<file path="src/rtl/rob_core.sv">
// rtl/rob_core.sv - in-order retirement reorder buffer tracking rename allocations
// Entries retire strictly from head once written back; old physical registers are returned at retire.
module rob_core #(
    parameter int DEPTH = 16
) (
    input  logic                       clk,
    input  logic                       reset_n,
    input  logic                       alloc_valid,
    input  logic                       alloc_has_rd,
    input  logic [5:0]                 alloc_phys_rd,
    input  logic [5:0]                 alloc_old_phys_rd,
    output logic                       alloc_ready,
    output logic [$clog2(DEPTH)-1:0]   alloc_rob_tag,
    input  logic                       wb_valid,
    input  logic [$clog2(DEPTH)-1:0]   wb_rob_tag,
    output logic                       retire_valid,
    output logic [5:0]                 retire_phys_reg,
    output logic                       retire_commit,
    output logic [$clog2(DEPTH):0]     rob_count
);
    localparam int TW = $clog2(DEPTH);
    localparam logic [TW:0] FULL_COUNT = DEPTH[TW:0];

    logic [DEPTH-1:0]      ent_valid;
    logic [DEPTH-1:0]      ent_done;
    logic [DEPTH-1:0]      ent_has_rd;
    logic [DEPTH-1:0][5:0] ent_phys_rd;
    logic [DEPTH-1:0][5:0] ent_old_phys_rd;
    logic [TW-1:0]         head;
    logic [TW-1:0]         tail;

    logic alloc_fire;
    logic retire_fire;
    logic wb_fire;

    assign alloc_ready   = (rob_count != FULL_COUNT);
    assign alloc_rob_tag = tail;
    assign alloc_fire    = alloc_valid && alloc_ready;
    assign retire_fire   = ent_valid[head] && ent_done[head];
    // Only entries valid before the edge accept writeback, so a tag being allocated this cycle is ignored.
    assign wb_fire       = wb_valid && ent_valid[wb_rob_tag];

    // Physical destination travels with the entry for recovery; nothing downstream reads it yet.
    logic unused_phys_rd;
    assign unused_phys_rd = ^ent_phys_rd;

    always_ff @(posedge clk or negedge reset_n) begin
        if (!reset_n) begin
            head            <= '0;
            tail            <= '0;
            rob_count       <= '0;
            ent_valid       <= '0;
            ent_done        <= '0;
            retire_commit   <= 1'b0;
            retire_valid    <= 1'b0;
            retire_phys_reg <= '0;
        end else begin
            if (alloc_fire) begin
                tail <= tail + 1'b1;
            end
            if (retire_fire) begin
                head <= head + 1'b1;
            end
            rob_count <= rob_count + (TW+1)'(alloc_fire) - (TW+1)'(retire_fire);

            if (wb_fire) begin
                ent_done[wb_rob_tag] <= 1'b1;
            end
            if (retire_fire) begin
                ent_valid[head] <= 1'b0;
            end
            // Allocation and retirement never share an index: that would need a full buffer, which refuses allocation.
            if (alloc_fire) begin
                ent_valid[tail] <= 1'b1;
                ent_done[tail]  <= 1'b0;
            end

            retire_commit   <= retire_fire;
            retire_valid    <= retire_fire && ent_has_rd[head];
            retire_phys_reg <= (retire_fire && ent_has_rd[head]) ? ent_old_phys_rd[head] : 6'd0;
        end
    end

    always_ff @(posedge clk) begin
        if (alloc_fire) begin
            ent_has_rd[tail]      <= alloc_has_rd;
            ent_phys_rd[tail]     <= alloc_phys_rd;
            ent_old_phys_rd[tail] <= alloc_old_phys_rd;
        end
    end
endmodule

</file>
<file path="config.mk">
export PLATFORM = sky130hd
export DESIGN_NAME = rob_core
export DESIGN_NICKNAME = d
export VERILOG_FILES = /design/src/rtl/rob_core.sv
export SDC_FILE = /design/constraint.sdc
export NUM_CORES = 1
export LEC_CHECK = 0
export ABC_AREA = 0
export CAP_MARGIN = 20
export CORE_ASPECT_RATIO = 1.4
export CORE_MARGIN = 2
export CORE_UTILIZATION = 54
export CTS_CLUSTER_DIAMETER = 40
export DETAILED_ROUTE_END_ITERATION = 8
export GPL_ROUTABILITY_DRIVEN = 1
export GPL_TIMING_DRIVEN = 0
export PLACE_DENSITY = 0.86
export SYNTH_ARGS = -nofsm -noshare
export SYNTH_HDL_FRONTEND = slang
export SYNTH_SLANG_ARGS = --single-unit
</file>
<file path="constraint.sdc">
create_clock -name clk -period 3.19 [get_ports clk]
set_clock_uncertainty 0.2 [all_clocks]
set_input_delay 0.638 -clock clk [delete_from_list [all_inputs] [get_ports clk]]
set_output_delay 0.638 -clock clk [all_outputs]
set_load 0.005 [all_outputs]
</file>
==> summary.txt, run 1 <==
Cells and area
  • Ant diodes: 0
  • Nets: 512
  • Fraction of layout cells with a size suffix above 1: 22.90%
  • P&R area growth vs syn: 17.35%
  • Fillers: roughly 830
  • Max FFs per register: 96
  • Largest register by flop count: ent_old_phys_rd
  • Non-filler instance count after layout: around 670

Route
  • Routed length per placed instance: ~25 um
  • Routed vias/inst: 6.289
  • First-pass DRT Iterations: 5
  • Iter 0 DRT Violations: approximately 290
  • Drt total wl: 16,610 um
  • Via count: 4,195
  • Antenna Nets Post-Route: 0
  • Detailed-route DRC error count: 0

Timing
  • Worst-Margin Slew: 0.9731 ns
  • Setup-failing EPs final: 1
  • Setup tns final: -0.07835 ns
  • Max-slew headroom: between 30 and 40%
  • Final Hold Viols: 0
  • Fmax: just over 300 MHz
  • Final period utilization: 102.5%
  • Fin worst setup slack: -0.07835 ns
  • Hold_ws: 0.3483 ns
  • Unrepaired setup endpoints after global routing: yes
  • Tmin final: 3.268 ns
  • Slew Viols, Final: 0

Power and ir drop
  • Sw Pwr: 2.946 mW
  • Peak VDD IR: between 0.4 and 0.5 mV
  • Clock power share: 23.1%
  • Internal: 5.474 mW
  • Power per cell area: 995.8 nW/um^2
  • Tot Pwr: approximately 8.4 mW
  • Flop pwr share: 36.4%
  • Net Sw Frac: a little over a third
  • Static leakage: 3.000 nW
  • Logic pwr share: 40.5%

Synthesis
  • Top FF cell, synth: edfxtp_1
  • Seq cells post-synth: 165
  • Post-Syn Area per Cell: about 17 um^2
  • Yosys warning count: 0
  • Most numerous cell in the Yosys netlist: edfxtp_1
  • Mapped Nets: 451
  • Post-synth top area share: 46.67%
  • Synth cell types: 40
  • Synthesized area: ~7200 um^2
  • Top area cells in the synthesized netlist: edfxtp_1, dfrtp_1, mux4_2
  • Post-synth EDFFs: approximately 110
  • Post-synth ARST share: between 30% and 40%
  • Post-synth top area cell: edfxtp_1
  • Post-synthesis cell count: 415
  • Seq/Total Area, Yosys: 65.08%
  • Top cells by count, synth: edfxtp_1, dfrtp_1, mux4_2

Placed design
  • RePlAce Congestion: around 0.97
  • Hpwl dp: 11,140 um
  • Placed cell count: 624
  • Port Buf Inserts: 30

Clock network
  • Total clock sinks: 165
  • CTS Buf Count: 17
  • H-Tree Depth: 4
  • Latest clock arrival within the worst-skew pair: 0.43 ns
  • Maximum clock path buffer count: 2
  • CTS root buffer: clkbuf_16
  • TritonCTS clock tree: yes
  • Clock Pin Slew Worst Setup and Hold Paths: 0.07 ns

Die
  • Die X-Extent: 101.6 um
  • Die footprint: 14,300 um^2
  • Core area: 12,940 um^2
  • Row cnt: 49
  • Top Ports: 39
  • Initial Util: 55.70%
  • Die H: about 140 um

Status
  • Failing checks: negative setup slack
  • Outcome: complete, but fails checks

Min path
  • Hold crit path type: register to register

Setup path
  • Nature of the critical path startpoint: register
  • Critical Path Max Stage Delay: between 0.5 and 0.6 ns
  • RR Startpoint: head[0]
  • Critical path class: register to register
  • Slowest cell on crit path: mux4_2
  • CP arrival: 3.41 ns
  • Ordered list of cells on the worst path: buf_6 -> buf_12 -> mux4_2 -> a22o_4 -> o22ai_4 -> inv_2 -> ha_4 -> inv_2 -> ha_4 -> fa_2 -> a21oi_2 -> nor2_2 -> nor2_1 -> xnor2_1
  • CP Max Fanout: 6
  • R2R setup slack: -0.08 ns
  • Worst r2r dst: rob_count[4]
  • CP endpoint kind: register
  • R2R depth: 14
  • CP endpoint: rob_count[4]
  • Launch point of the critical path: head[0]
  • Req. time, crit path: 3.34 ns

Global routing
  • Initial antenna violation count: 0
  • Vias in the first global route: 4,448
  • Largest net degree at the start of global routing: 42
  • Congestion Overflow GR: 0
  • Global-route wire length before repair: 25,700 um
  • Gr usage total: between 20% and 30%

Job
  • Max-cap violation count: 0
-- what timing repair did --
item                                    CTS  global route
endpoints found under the hold margin    12             0
hold buffers                              1             0
endpoints found under the setup margin   25            10
gates resized for setup                   7             7
setup buffers                             6             3
pin swaps                                 4             7
-- per-stage QoR --
step | cell area [um^2] | worst slack (ns) | utilization, %
finish | 8456 | -0.07835 | 65.36
global route | 8456 | -0.2047 | 65.36
CTS | 8403 | -0.07659 | 64.96
detailed placement | 7746 | -0.5974 | 59.88
global placement | 7731 | -0.5611 | 59.76
floorplan | 7208 | -0.02935 | -
-- power by group through the flow --
stage | sequential (mW) | combinational (mW) | clock, mW
after floorplan | 2.99 | 2.19 | 0
after global placement | 3.05 | 2.99 | 0
after detailed placement | 3.09 | 3.11 | 0
after CTS | 3.05 | 3.31 | 1.95
after global routing | 3.11 | 3.64 | 2.05
final | 3.07 | 3.41 | 1.94
-- cells in the final DEF, fill, tap and decap left out, types with 4 or more instances in the layout --
cell type / instances
nand2_1: 10
inv_1: 9
nor3b_1: 8
nand3_1: 16
buf_1: 4
dfrtp_1: 53
buf_4: 10
buf_12: 4
ha_1: 12
a32o_1: 5
inv_6: 6
and2_1: 5
mux4_2: 43
xnor2_1: 6
a21oi_1: 16
clkbuf_1: 8
nor2b_1: 6
mux4_1: 7
clkdlybuf4s50_1: 29
edfxtp_1: 112
clkbuf_16: 17
nor2_1: 17
a31oi_1: 17
o2bb2ai_1: 12
buf_2: 4
-- worst max-delay path, delay by kind of cell, from the launching register on --
family	cells	cell delay [ns]
AO/OA/AOI/OAI	3	0.66
XOR/XNOR	1	0.13
adder cells (fa/ha/maj)	3	0.75
buffers and inverters	4	0.39
flip-flops	1	0.36
multiplexers	1	0.54
AND/OR/NAND/NOR	2	0.16
-- cells by family after synthesis --
family / count (synthesis) / synth area share [%]
buf+inv: 34 / 2.674
fa+ha+maj: 15 / 2.709
simple gates: 77 / 5.678
mux: 55 / 16.84
xor+xnor: 8 / 0.9724
compound gates: 61 / 6.043
flops: 165 / 65.08
-- layer usage --
metal / part of all wire, % / track usage [%] / vias to the layer above / wire (um)
met5: 0 / 0 / - / 0
met4: 5.6 / 14.86 / 0 / 932
met2: 53 / 41.76 / 214 / 8859
met1: 35 / 28.18 / 2112 / 5882
met3: 5.7 / 6.594 / 66 / 939
li1: - / - / 1803 / -
-- cell type report --
type	instances	area, um^2	area share (%)
plain buffers	22	152.6	1.805
well taps	178	222.7	2.634
flip-flops and latches	165	4690	55.46
multi-input cells	216	2371	28.04
repair buffers	43	415.4	4.913
inverters	11	41.29	0.4883
clock buffers	18	429.2	5.075
clock inverters	14	133.9	1.583
-- worst min-delay path by stage --
stage / to / depth (start not counted) / start
floorplan: alloc_rob_tag[0] / 0 / reset_n
global placement: ent_valid[5] / 1 / ent_valid[5]
detailed placement: ent_valid[6] / 1 / ent_valid[6]
CTS: ent_valid[5] / 1 / ent_valid[5]
global route: ent_valid[10] / 1 / ent_valid[10]
finish: ent_valid[5] / 1 / ent_valid[5]
No activity file was read; power rests on OpenSTA's default activity.
==> run 2: changes to the inputs <==
--- a/config.mk
+++ b/config.mk
@@ -7,7 +7,7 @@
 export LEC_CHECK = 0
 export ABC_AREA = 0
 export CAP_MARGIN = 20
-export CORE_ASPECT_RATIO = 1.4
+export CORE_ASPECT_RATIO = 0.5
 export CORE_MARGIN = 2
 export CORE_UTILIZATION = 54
 export CTS_CLUSTER_DIAMETER = 40
==> summary.txt, run 2 (same netlist as run 1, synthesis figures left out) <==
Clock network
  • Total clock sinks: 165
  • Clock Pin Slew Worst Setup and Hold Paths: 0.07 ns
  • H-Tree Depth: 4
  • Cts hold-fix bufs: 0
  • TritonCTS clock tree: yes
  • Maximum clock path buffer count: 2
  • CTS Buf Count: 17
  • Latest clock arrival within the worst-skew pair: 0.43 ns
  • CTS root buffer: clkbuf_16

Cells and area
  • Commonest non-fill, non-tap cell in the layout: edfxtp_1
  • P&R area growth vs syn: 17.17%
  • Nets: 512
  • Fin util: around two thirds
  • Ant diodes: 0
  • Max FFs per register: 96
  • Commonest cells after routing, fill and taps aside: edfxtp_1, dfrtp_1, mux4_2
  • Final Cell Area: 8443 um^2
  • Fraction of layout cells with a size suffix above 1: 22.90%
  • Non-filler instance count after layout: between 600 and 700
  • Largest register by flop count: ent_old_phys_rd

Route
  • Detailed-route DRC error count: 2
  • Detail Route met2 WL: 8115 um
  • Iter 0 DRT Violations: 453
  • First-pass DRT Iterations: 7
  • Routed met3 length: 1379 um
  • Max layer used: met4
  • Via count: 4,294
  • Routed vias/inst: 6.516
  • Antenna Nets Post-Route: 0
  • Met1 Routed Length: 6444 um
  • Routed length per placed instance: 24.72 um
  • Drt total wl: 16,290 um

Timing
  • Tmin final: 3.120 ns
  • Final period utilization: between 90% and 100%
  • Setup-failing EPs final: 0
  • Final Hold Viols: 3
  • Fin worst setup slack: 0.07044 ns
  • Unrepaired setup endpoints after global routing: yes
  • Max-slew headroom: 39.03%
  • Hold_ws: -0.004611 ns
  • Setup tns final: 0 ns
  • Fmax: 320.6 MHz
  • Slew Viols, Final: 0
  • Worst-Margin Slew: 0.9112 ns

Power and ir drop
  • Peak VDD IR: 0.5334 mV
  • Power per cell area: 999.3 nW/um^2
  • Static leakage: 3.005 nW
  • Tot Pwr: approximately 8.4 mW

Die
  • Core area: about 13,000 um^2
  • Die footprint: 14,340 um^2
  • Die H: 85.68 um
  • Initial Util: 56.10%
  • Row cnt: 29
  • Die X-Extent: roughly 170 um
  • Top Ports: 39

Setup path
  • CP Max Fanout: 7
  • RR Startpoint: head[0]
  • Critical path class: register to register
  • Req. time, crit path: 3.34 ns
  • Slowest cell on crit path: mux4_2
  • CP endpoint kind: register
  • CP arrival: 3.27 ns
  • R2R depth: 14
  • Ordered list of cells on the worst path: buf_6 -> buf_12 -> mux4_2 -> a22o_1 -> o22ai_4 -> inv_2 -> ha_4 -> inv_2 -> ha_4 -> fa_2 -> a21oi_2 -> nor2_1 -> nor2_1 -> xnor2_1
  • Critical Path Max Stage Delay: about 0.51 ns
  • Nature of the critical path startpoint: register
  • CP endpoint: rob_count[4]
  • R2R setup slack: 0.07 ns
  • Worst r2r dst: rob_count[4]
  • Launch point of the critical path: head[0]

Global routing
  • Vias in the first global route: ~4,400
  • Initial antenna violation count: 0
  • Global-route wire length before repair: between 20,000 and 30,000 um
  • Largest net degree at the start of global routing: 33
  • Gr usage total: 24.24%
  • Congestion Overflow GR: 0

Job
  • Max-cap violation count: 0

Placed design
  • Worst slack at placement: -0.6214 ns
  • Port Buf Inserts: 30
  • RePlAce Congestion: 0.8394
  • Placement-stage cell area: 7736 um^2
  • Placed cell count: 616
  • Hpwl dp: just over 10,000 um

Status
  • Failing checks: design-rule violations, negative hold slack
  • Outcome: complete, but fails checks

Min path
  • Hold crit path type: primary input to asynchronous set/reset pin
[run 2: cell types whose count changed in the layout (fill, tap and decap cells not counted), sizes merged]
| cell | before | now |
|---|---|---|
| inv | 20 | 19 |
| dlygate4sd3 | 1 | 0 |
| bufinv | 0 | 1 |
| clkinvlp | 0 | 1 |
[run 2: repair_timing]
item | CTS | global route
setup buffers | 6 | 3
setup endpoints to repair | 25 | 2
cloned | 0 | 0
gates resized for setup | 8 | 5
pin swaps | 6 | 7
[run 2: area by class of cell]
type,instances,area [um^2]
multi-input combinational,216,2357
clock buffer,17,425.4
inverter,11,41.29
clock inverter,15,165.2
sequential,165,4690
buffer,21,141.4
timing repair buffer,44,410.4
tap,170,212.7
fill,818,4402
[run 2: worst max-delay path: cells and delay by family, from the launching register on]
family          cells  cell delay, ns
fa+ha+maj           3            0.77
compound gates      3            0.53
mux                 1            0.51
buf+inv             4            0.40
flops               1            0.36
simple gates        2            0.16
xor+xnor            1            0.12
[run 2: power by group]
| group | internal (mW) | total, mW | switching [mW] |
|---|---|---|---|
| registers | 2.75 | 3.05 | 0.300 |
| logic | 1.66 | 3.34 | 1.68 |
| clock network | 1.11 | 2.05 | 0.931 |
[run 2: worst min-delay path by stage]
stage	startpoint	endpoint	slack [ns]	cells past startpoint
6_report	reset_n	retire_phys_reg[4]	-0.005	1
5_1_grt	reset_n	retire_phys_reg[1]	0.02	1
4_1_cts	reset_n	retire_phys_reg[1]	0.005	1
3_5_place_dp	ent_valid[0]	ent_valid[0]	0.32	1
3_3_place_gp	ent_valid[4]	ent_valid[4]	0.30	1
2_1_floorplan	reset_n	alloc_rob_tag[0]	0.14	0
[run 2: layer usage]
layer	global-route usage, %	vias up
met4	11.46	0
met5	0	-
met2	39.31	275
li1	-	1794
met3	6.645	34
met1	31.23	2191
==> run 3: changes to the inputs <==
--- a/config.mk
+++ b/config.mk
@@ -7,14 +7,16 @@
 export LEC_CHECK = 0
 export ABC_AREA = 0
 export CAP_MARGIN = 20
+export CELL_PAD_IN_SITES_DETAIL_PLACEMENT = 1
+export CELL_PAD_IN_SITES_GLOBAL_PLACEMENT = 1
 export CORE_ASPECT_RATIO = 0.5
 export CORE_MARGIN = 2
-export CORE_UTILIZATION = 54
+export CORE_UTILIZATION = 46
 export CTS_CLUSTER_DIAMETER = 40
 export DETAILED_ROUTE_END_ITERATION = 8
 export GPL_ROUTABILITY_DRIVEN = 1
 export GPL_TIMING_DRIVEN = 0
-export PLACE_DENSITY = 0.86
+export PLACE_DENSITY = 0.85
 export SYNTH_ARGS = -nofsm -noshare
 export SYNTH_HDL_FRONTEND = slang
 export SYNTH_SLANG_ARGS = --single-unit
==> summary.txt, run 3 (same netlist as run 1, synthesis figures left out) <==
Status
  • Outcome: complete, but fails checks
  • Failing checks: negative setup slack

Power and ir drop
  • Peak VDD IR: 0.4677 mV
  • Power per cell area: around 1000 nW/um^2
  • Static leakage: 3.024 nW

Die
  • Top Ports: 39
  • Die footprint: 16,740 um^2
  • Core area: between 15,000 and 20,000 um^2
  • Initial Util: 46.87%
  • Row cnt: 32
  • Die H: 92.50 um
  • Die X-Extent: 181 um

Setup path
  • Critical Path Max Stage Delay: 0.57 ns
  • Worst r2r dst: rob_count[2]
  • Critical path class: register to register
  • CP endpoint kind: register
  • Req. time, crit path: between 3 and 4 ns
  • Nature of the critical path startpoint: register
  • RR Startpoint: head[0]
  • R2R setup slack: -0.03 ns
  • R2R depth: 12
  • Ordered list of cells on the worst path: buf_6 -> mux4_2 -> a22o_4 -> o22ai_4 -> inv_2 -> ha_4 -> inv_2 -> ha_4 -> fa_2 -> buf_4 -> buf_4 -> xor2_1
  • CP Max Fanout: 7
  • CP arrival: 3.32 ns
  • Slowest cell on crit path: mux4_2

Timing
  • Worst-Margin Slew: approximately 1.1 ns
  • Fmax: 310.5 MHz
  • Final period utilization: 101.0%
  • Unrepaired setup endpoints after global routing: yes
  • Hold_ws: 0.05330 ns
  • Fin worst setup slack: -0.03096 ns
  • Setup-failing EPs final: 2
  • Slew Viols, Final: 0
  • Tmin final: 3.221 ns
  • Final Hold Viols: 0
  • Max-slew headroom: 28.36%

Route
  • Via count: ~4,400
  • Routed length per placed instance: 27.43 um
  • Iter 0 DRT Violations: about 420
  • Detailed-route DRC error count: 0
  • Antenna Nets Post-Route: 0
  • First-pass DRT Iterations: 5
  • Routed vias/inst: 6.345
  • Drt total wl: 18,980 um

Placed design
  • Placement-stage cell area: 7779 um^2
  • RePlAce Congestion: 0.7528
  • Port Buf Inserts: 30
  • Worst slack at placement: -0.6841 ns
  • Hpwl dp: 11,870 um

Global routing
  • Initial antenna violation count: 0
  • Global-route wire length before repair: 29,400 um
  • Largest net degree at the start of global routing: 30
  • Vias in the first global route: 4,684
  • Gr usage total: 24.14%
  • Congestion Overflow GR: 0

Cells and area
  • Largest register by flop count: ent_old_phys_rd
  • Commonest cells after routing, fill and taps aside: edfxtp_1, dfrtp_1, mux4_2
  • Max FFs per register: 96
  • P&R area growth vs syn: 18.70%
  • Fin util: 55.63%
  • Area of the multi-input gates: 2376 um^2
  • Final Cell Area: 8553 um^2
  • Fillers: roughly 1,400
  • Register area: 4690 um^2
  • Ant diodes: 0
  • Fraction of layout cells with a size suffix above 1: 23.57%
  • Commonest non-fill, non-tap cell in the layout: edfxtp_1
  • Nets: between 500 and 600

Clock network
  • H-Tree Depth: 4
  • Total clock sinks: around 170
  • CTS root buffer: clkbuf_16
  • TritonCTS clock tree: yes
  • Latest clock arrival within the worst-skew pair: 0.42 ns
  • Clock Pin Slew Worst Setup and Hold Paths: 0.07 ns
  • Maximum clock path buffer count: 2
  • CTS Buf Count: 17

Job
  • Max-cap violation count: 0

Min path
  • Hold crit path type: primary input to asynchronous set/reset pin
## run 3: cell types whose count changed in the layout (fill, tap and decap cells not counted), sizes merged
cell and change:
clkinvlp -1, clkinv +4, clkdlybuf4s15 +1, inv -3
clkbuf -3, buf +1
## run 3: critical path: cells and delay by family (launching register included)
family          cells  cell delay (ns)
flops               1             0.37
xor+xnor            1             0.16
mux                 1             0.57
compound gates      2             0.47
fa+ha+maj           3             0.76
buf+inv             5             0.56
## run 3: where the power goes
group | internal [mW] | total [mW] | switching (mW)
Clock | 1.14 | 2.14 | 0.996
Combinational | 1.70 | 3.53 | 1.83
Sequential | 2.75 | 3.09 | 0.332
Total | 5.59 | 8.75 | 3.16
## run 3: through the flow
step	std cells	setup TNS, ns	power, mW
floorplan	415	-0.02935	5.186
global placement	649	-40.02	6.084
detailed placement	650	-22.28	6.257
CTS	686	-0.09048	8.626
global route	692	-0.2104	9.111
finish	692	-0.05426	8.754
## run 3: timing repair
| item | CTS | global route |
|---|---|---|
| setup buffers | 5 | 6 |
| pin swaps | 6 | 8 |
| resized for setup | 13 | 4 |
| setup endpoints to repair | 32 | 9 |
| hold buffers | 0 | 0 |
| hold endpoints to repair | 0 | 0 |
## run 3: how the worst max path moves through the flow
stage,start,endpoint,slack [ns],depth (start not counted)
after floorplan,head[0],rob_count[4],-0.03,14
after global placement,alloc_valid,rob_count[4],-0.57,13
after detailed placement,alloc_valid,rob_count[4],-0.68,13
after CTS,head[0],rob_count[4],-0.09,14
after global routing,head[0],rob_count[4],-0.12,13
final,head[0],rob_count[2],-0.03,12
## run 3: cell type report
type                            instances  share of cell area [%]
Clock inverter                         15                   2.487
Tap cell                              204                   2.984
Timing Repair Buffer                   43                   4.740
Multi-Input combinational cell        216                   27.78
Inverter                               11                  0.4827
Sequential cell                       165                   54.83
Buffer                                 21                   1.726
Clock buffer                           17                   4.974
## run 3: per-layer routing
metal  GRT usage [%]  routed length (um)  vias up
met5               0                   0        -
met4           9.688                 617        0
met3           4.365                1070       51
met2           40.67                9501      210
met1           31.64                7792     2340
li1                -                   -     1790
